File: src/rtl/register_file.sv
// Architectural register file: two bypassed combinational read ports, writeback
// and call-link write ports, and a per-register busy scoreboard for RAW hazard stalls.
module register_file #(
  parameter int              NREGS   = 16,
  parameter int              WIDTH   = 32,
  parameter logic [WIDTH-1:0] SP_INIT = 32'h0000_0FFC
) (
  input  logic                     clk,
  input  logic                     reset,
  input  logic [$clog2(NREGS)-1:0] reg_addr1,
  input  logic [$clog2(NREGS)-1:0] reg_addr2,
  output logic [WIDTH-1:0]         reg_data1,
  output logic [WIDTH-1:0]         reg_data2,
  input  logic                     wb_en,
  input  logic [$clog2(NREGS)-1:0] wb_addr,
  input  logic [WIDTH-1:0]         wb_data,
  input  logic                     isCall,
  input  logic [WIDTH-1:0]         call_pc,
  input  logic                     rsv_en,
  input  logic [$clog2(NREGS)-1:0] rsv_addr,
  output logic                     busy1,
  output logic                     busy2,
  output logic                     stall,
  output logic [$clog2(NREGS):0]   busy_cnt
);

  localparam int AW = $clog2(NREGS);
  localparam logic [AW-1:0] RA_IDX = AW'(NREGS - 1);
  localparam logic [AW-1:0] SP_IDX = AW'(NREGS - 2);

  logic [WIDTH-1:0] regs [NREGS];
  logic [NREGS-1:0] busy;
  logic [NREGS-1:0] clear_vec;
  logic [NREGS-1:0] set_vec;
  logic [NREGS-1:0] busy_next;
  logic [WIDTH-1:0] link_val;

  assign link_val = call_pc + WIDTH'(4);

  always_comb begin
    clear_vec = '0;
    if (wb_en)  clear_vec[wb_addr] = 1'b1;
    if (isCall) clear_vec[RA_IDX]  = 1'b1;
  end

  always_comb begin
    set_vec = '0;
    if (rsv_en && !stall) set_vec[rsv_addr] = 1'b1;
  end

  // set after clear: a fresh reservation is younger than the retiring write
  assign busy_next = (busy & ~clear_vec) | set_vec;

  always_ff @(posedge clk or posedge reset) begin
    if (reset) begin
      for (int i = 0; i < NREGS; i++)
        regs[i] <= (AW'(i) == SP_IDX) ? SP_INIT : '0;
      busy <= '0;
    end else begin
      if (wb_en)  regs[wb_addr] <= wb_data;
      if (isCall) regs[RA_IDX]  <= link_val;
      busy <= busy_next;
    end
  end

  function automatic logic [WIDTH-1:0] read_port(input logic [AW-1:0] addr);
    if (isCall && addr == RA_IDX)
      return link_val;
    else if (wb_en && addr == wb_addr)
      return wb_data;
    else
      return regs[addr];
  endfunction

  assign reg_data1 = read_port(reg_addr1);
  assign reg_data2 = read_port(reg_addr2);

  assign busy1 = busy[reg_addr1] & ~clear_vec[reg_addr1];
  assign busy2 = busy[reg_addr2] & ~clear_vec[reg_addr2];
  assign stall = busy1 | busy2;

  always_comb begin
    busy_cnt = '0;
    for (int i = 0; i < NREGS; i++)
      busy_cnt = busy_cnt + (AW + 1)'(busy[i]);
  end

endmodule

File: config.mk
export PLATFORM = sky130hd
export DESIGN_NAME = register_file
export DESIGN_NICKNAME = d
export VERILOG_FILES = /design/src/rtl/register_file.sv
export SDC_FILE = /design/constraint.sdc
export NUM_CORES = 1
export LEC_CHECK = 0
export CAP_MARGIN = 20
export CORE_MARGIN = 8
export CORE_UTILIZATION = 25
export CTS_CLUSTER_SIZE = 10
export DETAILED_ROUTE_END_ITERATION = 16
export PLACE_DENSITY = 0.41
export SYNTH_ARGS = -nofsm -noshare
export SYNTH_HDL_FRONTEND = slang
export SYNTH_SLANG_ARGS = --single-unit
export TNS_END_PERCENT = 1
File: constraint.sdc
create_clock -name clk -period 23.7 [get_ports clk]
set_clock_uncertainty 0.2 [all_clocks]
set_input_delay 2.37 -clock clk [delete_from_list [all_inputs] [get_ports clk]]
set_output_delay 2.37 -clock clk [all_outputs]
set_load 0.05 [all_outputs]
Word-level counts from Yosys, hierarchy flattened
Index checks and enable logic that the tools add are counted.

word-level totals
  register bits = 528
  word-level logic and storage cells = 98
  input bits = 85

operators by class
  eq/ne operators = 4
  mux-type cells = 30
  $lt $le $gt $ge = 10
  reduce and logical (&&, ||, !) cells = 10
  bitwise logic cells = 11
  add/sub/neg operators = 16

operators by type and width
  kind                                                 number
  bitwise mux 512 bit                                  1
  two-way mux 32 bit                                   11
  binary-select mux 32 bit (select 4 bit)              2
  demux 32 bit (select 4 bit)                          1
  adder 5 x 1 -> 5 bit                                 11
  adder 32 x 3 -> 32 bit, second input constant        1
  two-way mux 16 bit                                   2
  < comparator 4 x 5 -> 1 bit, second input constant   4
  bitwise AND 16 bit                                   1
  binary-select mux 1 bit (select 4 bit)               4
  NOT 16 bit                                           1
  OR 16 bit                                            1
  >= comparator 5 bit, second input constant           3
  NOT 4 -> 5 bit                                       3
  demux 1 bit (select 4 bit)                           2
  equality test 4 bit                                  2
  equality test 4 bit, second input constant           2
  >= comparator 4 x 1 -> 1 bit, second input constant  2
  logical AND 1 bit                                    8
  two-way mux 1 bit                                    7
  adder 4 x 1 -> 5 bit                                 1
  < comparator 5 x 1 -> 1 bit, second input constant   1
  adder 3 x 1 -> 4 bit                                 1
  adder 2 x 1 -> 3 bit                                 1
  other kinds (6)                                      8

Logic depth before layout (Yosys ltp)
  word-level depth = 15
  gate-level depth with buffers = 12

Worst setup path before layout
No wires, ideal clock.

  path type = input to output
  start point = in reg_addr2[1]
  end point = out reg_data2[15]
  cell stages on the path = 9
  path slack = 16.320 ns
  arrival time = 4.810 ns
  data required time = 21.130 ns
  path through = clkbuf_2 -> buf_4 -> and2_1 -> buf_2 -> buf_2 -> a221oi_1 -> o21ai_0 -> and3_1 -> o21ai_0

between the ends
  cells in the longest elaborated chain, start to end = 6

ends and longest elaborated chain
  what                                                    RTL line  text
  from (decl)                                             11        input logic [$clog2(NREGS)-1:0] reg_addr2,
  NOT 4 -> 5 bit (implied by the code)                    72        return regs[addr];
  binary-select mux 32 bit (select 4 bit)                 72
  two-way mux 32 bit (implied by the code) (2 in series)  72
  two-way mux 32 bit                                      69        else if (wb_en && addr == wb_addr)
  two-way mux 32 bit *                                    67        if (isCall && addr == RA_IDX)
  to (decl)                                               13        output logic [WIDTH-1:0] reg_data2,

Mark *: on every way between the ends. The rest lies on a longest branch, timed or not. The select of a mux whose other input is x is not followed.

Worst setup path after layout
  start point = in reg_addr1[0]
  end point = out reg_data1[7]

between the ends
  cells in the longest elaborated chain, start to end = 6

ends and longest elaborated chain
  what                                                    RTL line  text
  from (decl)                                             10        input logic [$clog2(NREGS)-1:0] reg_addr1,
  NOT 4 -> 5 bit (implied by the code)                    72
  binary-select mux 32 bit (select 4 bit)                 72
  two-way mux 32 bit (implied by the code) (2 in series)  72
  two-way mux 32 bit                                      69
  two-way mux 32 bit *                                    67
  to (decl)                                               12        output logic [WIDTH-1:0] reg_data1,

Marked as above.

==> results.toml <==
[outcome]
outcome = "finished clean"

[global_routing]
grt_pass1_vias = 22600
grt_max_degree = 106
antenna_found_initial = 10
grt_pass1_wl_mm = 170
track_usage = 0.169
overflow = 0

[clocking]
cts_tree = "done"
cts_htree_levels = 3
cts.sinks = 528
cts_made_buffers = 67
clockBufferDepth = 3
post_cts_buffers = 0
clkTransAtPathRegs_ns = 0.06
cts-resized-gates = 0
ctsRootBufferMaster = "clkbuf_16"
ctsHoldBuffers = 0
clkLatencyLatePin_ns = 0.61

[logic_synthesis]
synth_top_area_cell = "dfrtp_1"
synthTopCellsByArea = "dfrtp_1 (42%), mux2_2 (18%), mux4_2 (17%)"
synthTopCellsByCount = "dfrtp_1 (518), mux2_2 (503), mux4_2 (230)"
synth_ff_type = "dfrtp_1"
async_reset_ff_frac = 1.00
syn_inst = 2296
yosysMostFrequentCell = "dfrtp_1"
synth_seq_cells = 528
yosys_warnings = 0
ys_seq_area_frac = 0.430
syn_area_um2 = 30800
synth_top_area_share = 0.421
synth_edf_count = 0
synth_cell_types = 70
syn_nets = 2397
postSynthAreaPerCell_um2 = 13.4

[sta]
fmax_mhz = 105
worstMarginPinSlew_ns = 1.11
fin_setup_tns_ns = 0
holdWs_ns = 0.302
slew_headroom = 0.261
hold_viol = 0
setup_viol = 0
rsz0062_at_grt = "no"
slew_viol_final = 0
fin_crit_sh = 0.401
min_period_ns = 9.51

[routing]
dr.pass1.iters = 7
wl_per_cell_um = 29.0
drt-initial-drc-count = 1591
route.vias.total = 21400
drc_errors = 0
finalWirelength_mm = 117
drtAntennaViolNets = 0
vias_per_cell = 5.31

[placement]
place_congestion = 0.768
io_buffers = 156
dp_hpwl_mm = 69.3
placed_area_um2 = 33800

[die]
core_um2 = 122000
start_util = 0.252
die_area_um2 = 135000
rows = 128
die_w_um = 367
io_pins = 157
die_y_um = 367

[critical_path]
cp-end-kind = "primary output"
worstPathArrival_ns = 6.94
start_kind = "primary input"
path_max_fanout = 65
crit_type = "in -> out"
required_ns = 21.13

[run]
cap_violations = 0

[pwr]
p_seq_frac = 0.373
switching_power_mw = 1.16
p_int_mw = 2.23
p_leak_nw = 14.3
pwr-share-clk = 0.287
combinationalPowerShare = 0.339
p_sw_frac = 0.342
p_per_area_nw_per_um2 = 94.3
vdd_ir_drop_max_v = 0.000133

[hold_path]
hold_class = "reg -> reg"

[cells_and_area]
syn_to_final_growth_pct = 16.7
final_core_util = 0.294
design_area_um2 = 35900
layout.nets = 2456
drive_above_1_share = 0.392
==> power groups by stage <==
stage,combinational [mW],sequential (mW),clock (mW)
floorplan,0.852,1.22,0
global route,1.23,1.29,1.04
CTS,1.16,1.26,1.00
finish,1.15,1.26,0.973
global placement,1.15,1.26,0
detailed placement,1.16,1.27,0
==> cells in the final DEF, fill, tap and decap left out, types with 11 or more instances in the layout <==
cell | synthesis | routed
dfrtp_1 | 518 | 518
mux2_2 | 503 | 503
mux4_2 | 230 | 230
clkdlybuf4s50_1 | 0 | 147
mux2i_1 | 137 | 137
nand2_1 | 91 | 86
o21ai_0 | 77 | 77
a21oi_1 | 70 | 70
clkbuf_16 | 0 | 69
a221oi_1 | 58 | 58
a22oi_1 | 55 | 55
buf_4 | 22 | 55
nor2_1 | 59 | 51
and3_1 | 33 | 33
inv_1 | 31 | 29
clkbuf_1 | 116 | 27
xor2_1 | 26 | 26
o22ai_1 | 24 | 24
nand3_1 | 15 | 15
xnor2_1 | 12 | 12
nand4_1 | 12 | 12
clkbuf_8 | 0 | 11
==> metal layers <==
| metal | share of wire | vias up | global-route usage |
|---|---|---|---|
| met5 | 0.000077 | - | 0 |
| met4 | 0.030 | 2 | 0.0494 |
| met1 | 0.44 | 11600 | 0.226 |
| li1 | - | 8968 | - |
| met2 | 0.47 | 658 | 0.275 |
| met3 | 0.058 | 193 | 0.0370 |
==> critical path: stages <==
cell and delay (ns):
buf_8 0.53, buf_4 0.85, nand3_1 0.25, nor2_4 0.76
buf_4 0.54, a21oi_1 0.09, a22oi_1 0.43, clkdlybuf4s50_1 0.91
==> cell families after synthesis <==
kind of cell	Yosys count	synth area share
mux	870	0.397
fa+ha+maj	16	0.00895
simple gates	261	0.0424
xor+xnor	38	0.0108
compound gates	329	0.0729
buf+inv	254	0.0381
flops	528	0.430
==> sequential cells by signal, summed over array words and instances (netlist names) <==
register and cells:
busy 16, regs 512
==> final cells by class <==
class                           count  area [um^2]
Antenna cell                        2         5.00
Clock buffer                      107         1980
Clock inverter                      5         32.5
Fill cell                       12300        86100
Inverter                           31          124
Multi-Input combinational cell   1514        16500
Sequential cell                   528        13200
Tap cell                         1625         2030
Timing Repair Buffer              213         2050
==> per-stage QoR <==
stage          std cells  setup slack [ns]  power, mW
2_1_floorplan       2296              6.39       2.07
3_3_place_gp        3906             14.15       2.41
3_5_place_dp        3907             14.09       2.43
4_1_cts             4019             14.08       3.42
5_1_grt             4024             13.86       3.56
6_report            4025             14.19       3.39
==> worst paths after layout <==
check / cells past startpoint / slack, ns / from / to
max: 8 / 14.19 / reg_addr1[0] / reg_data1[7]
min: 2 / 0.30 / busy[12] / busy[12]
max reg2reg: 5 / 21.46 / busy[2] / busy[14]
min reg2reg: 2 / 0.30 / busy[12] / busy[12]
max in group asynchronous: 4 / 18.69 / reset / regs[266]
min in group asynchronous: 2 / 2.15 / reset / busy[4]
Power figures use the tool's default switching activity.
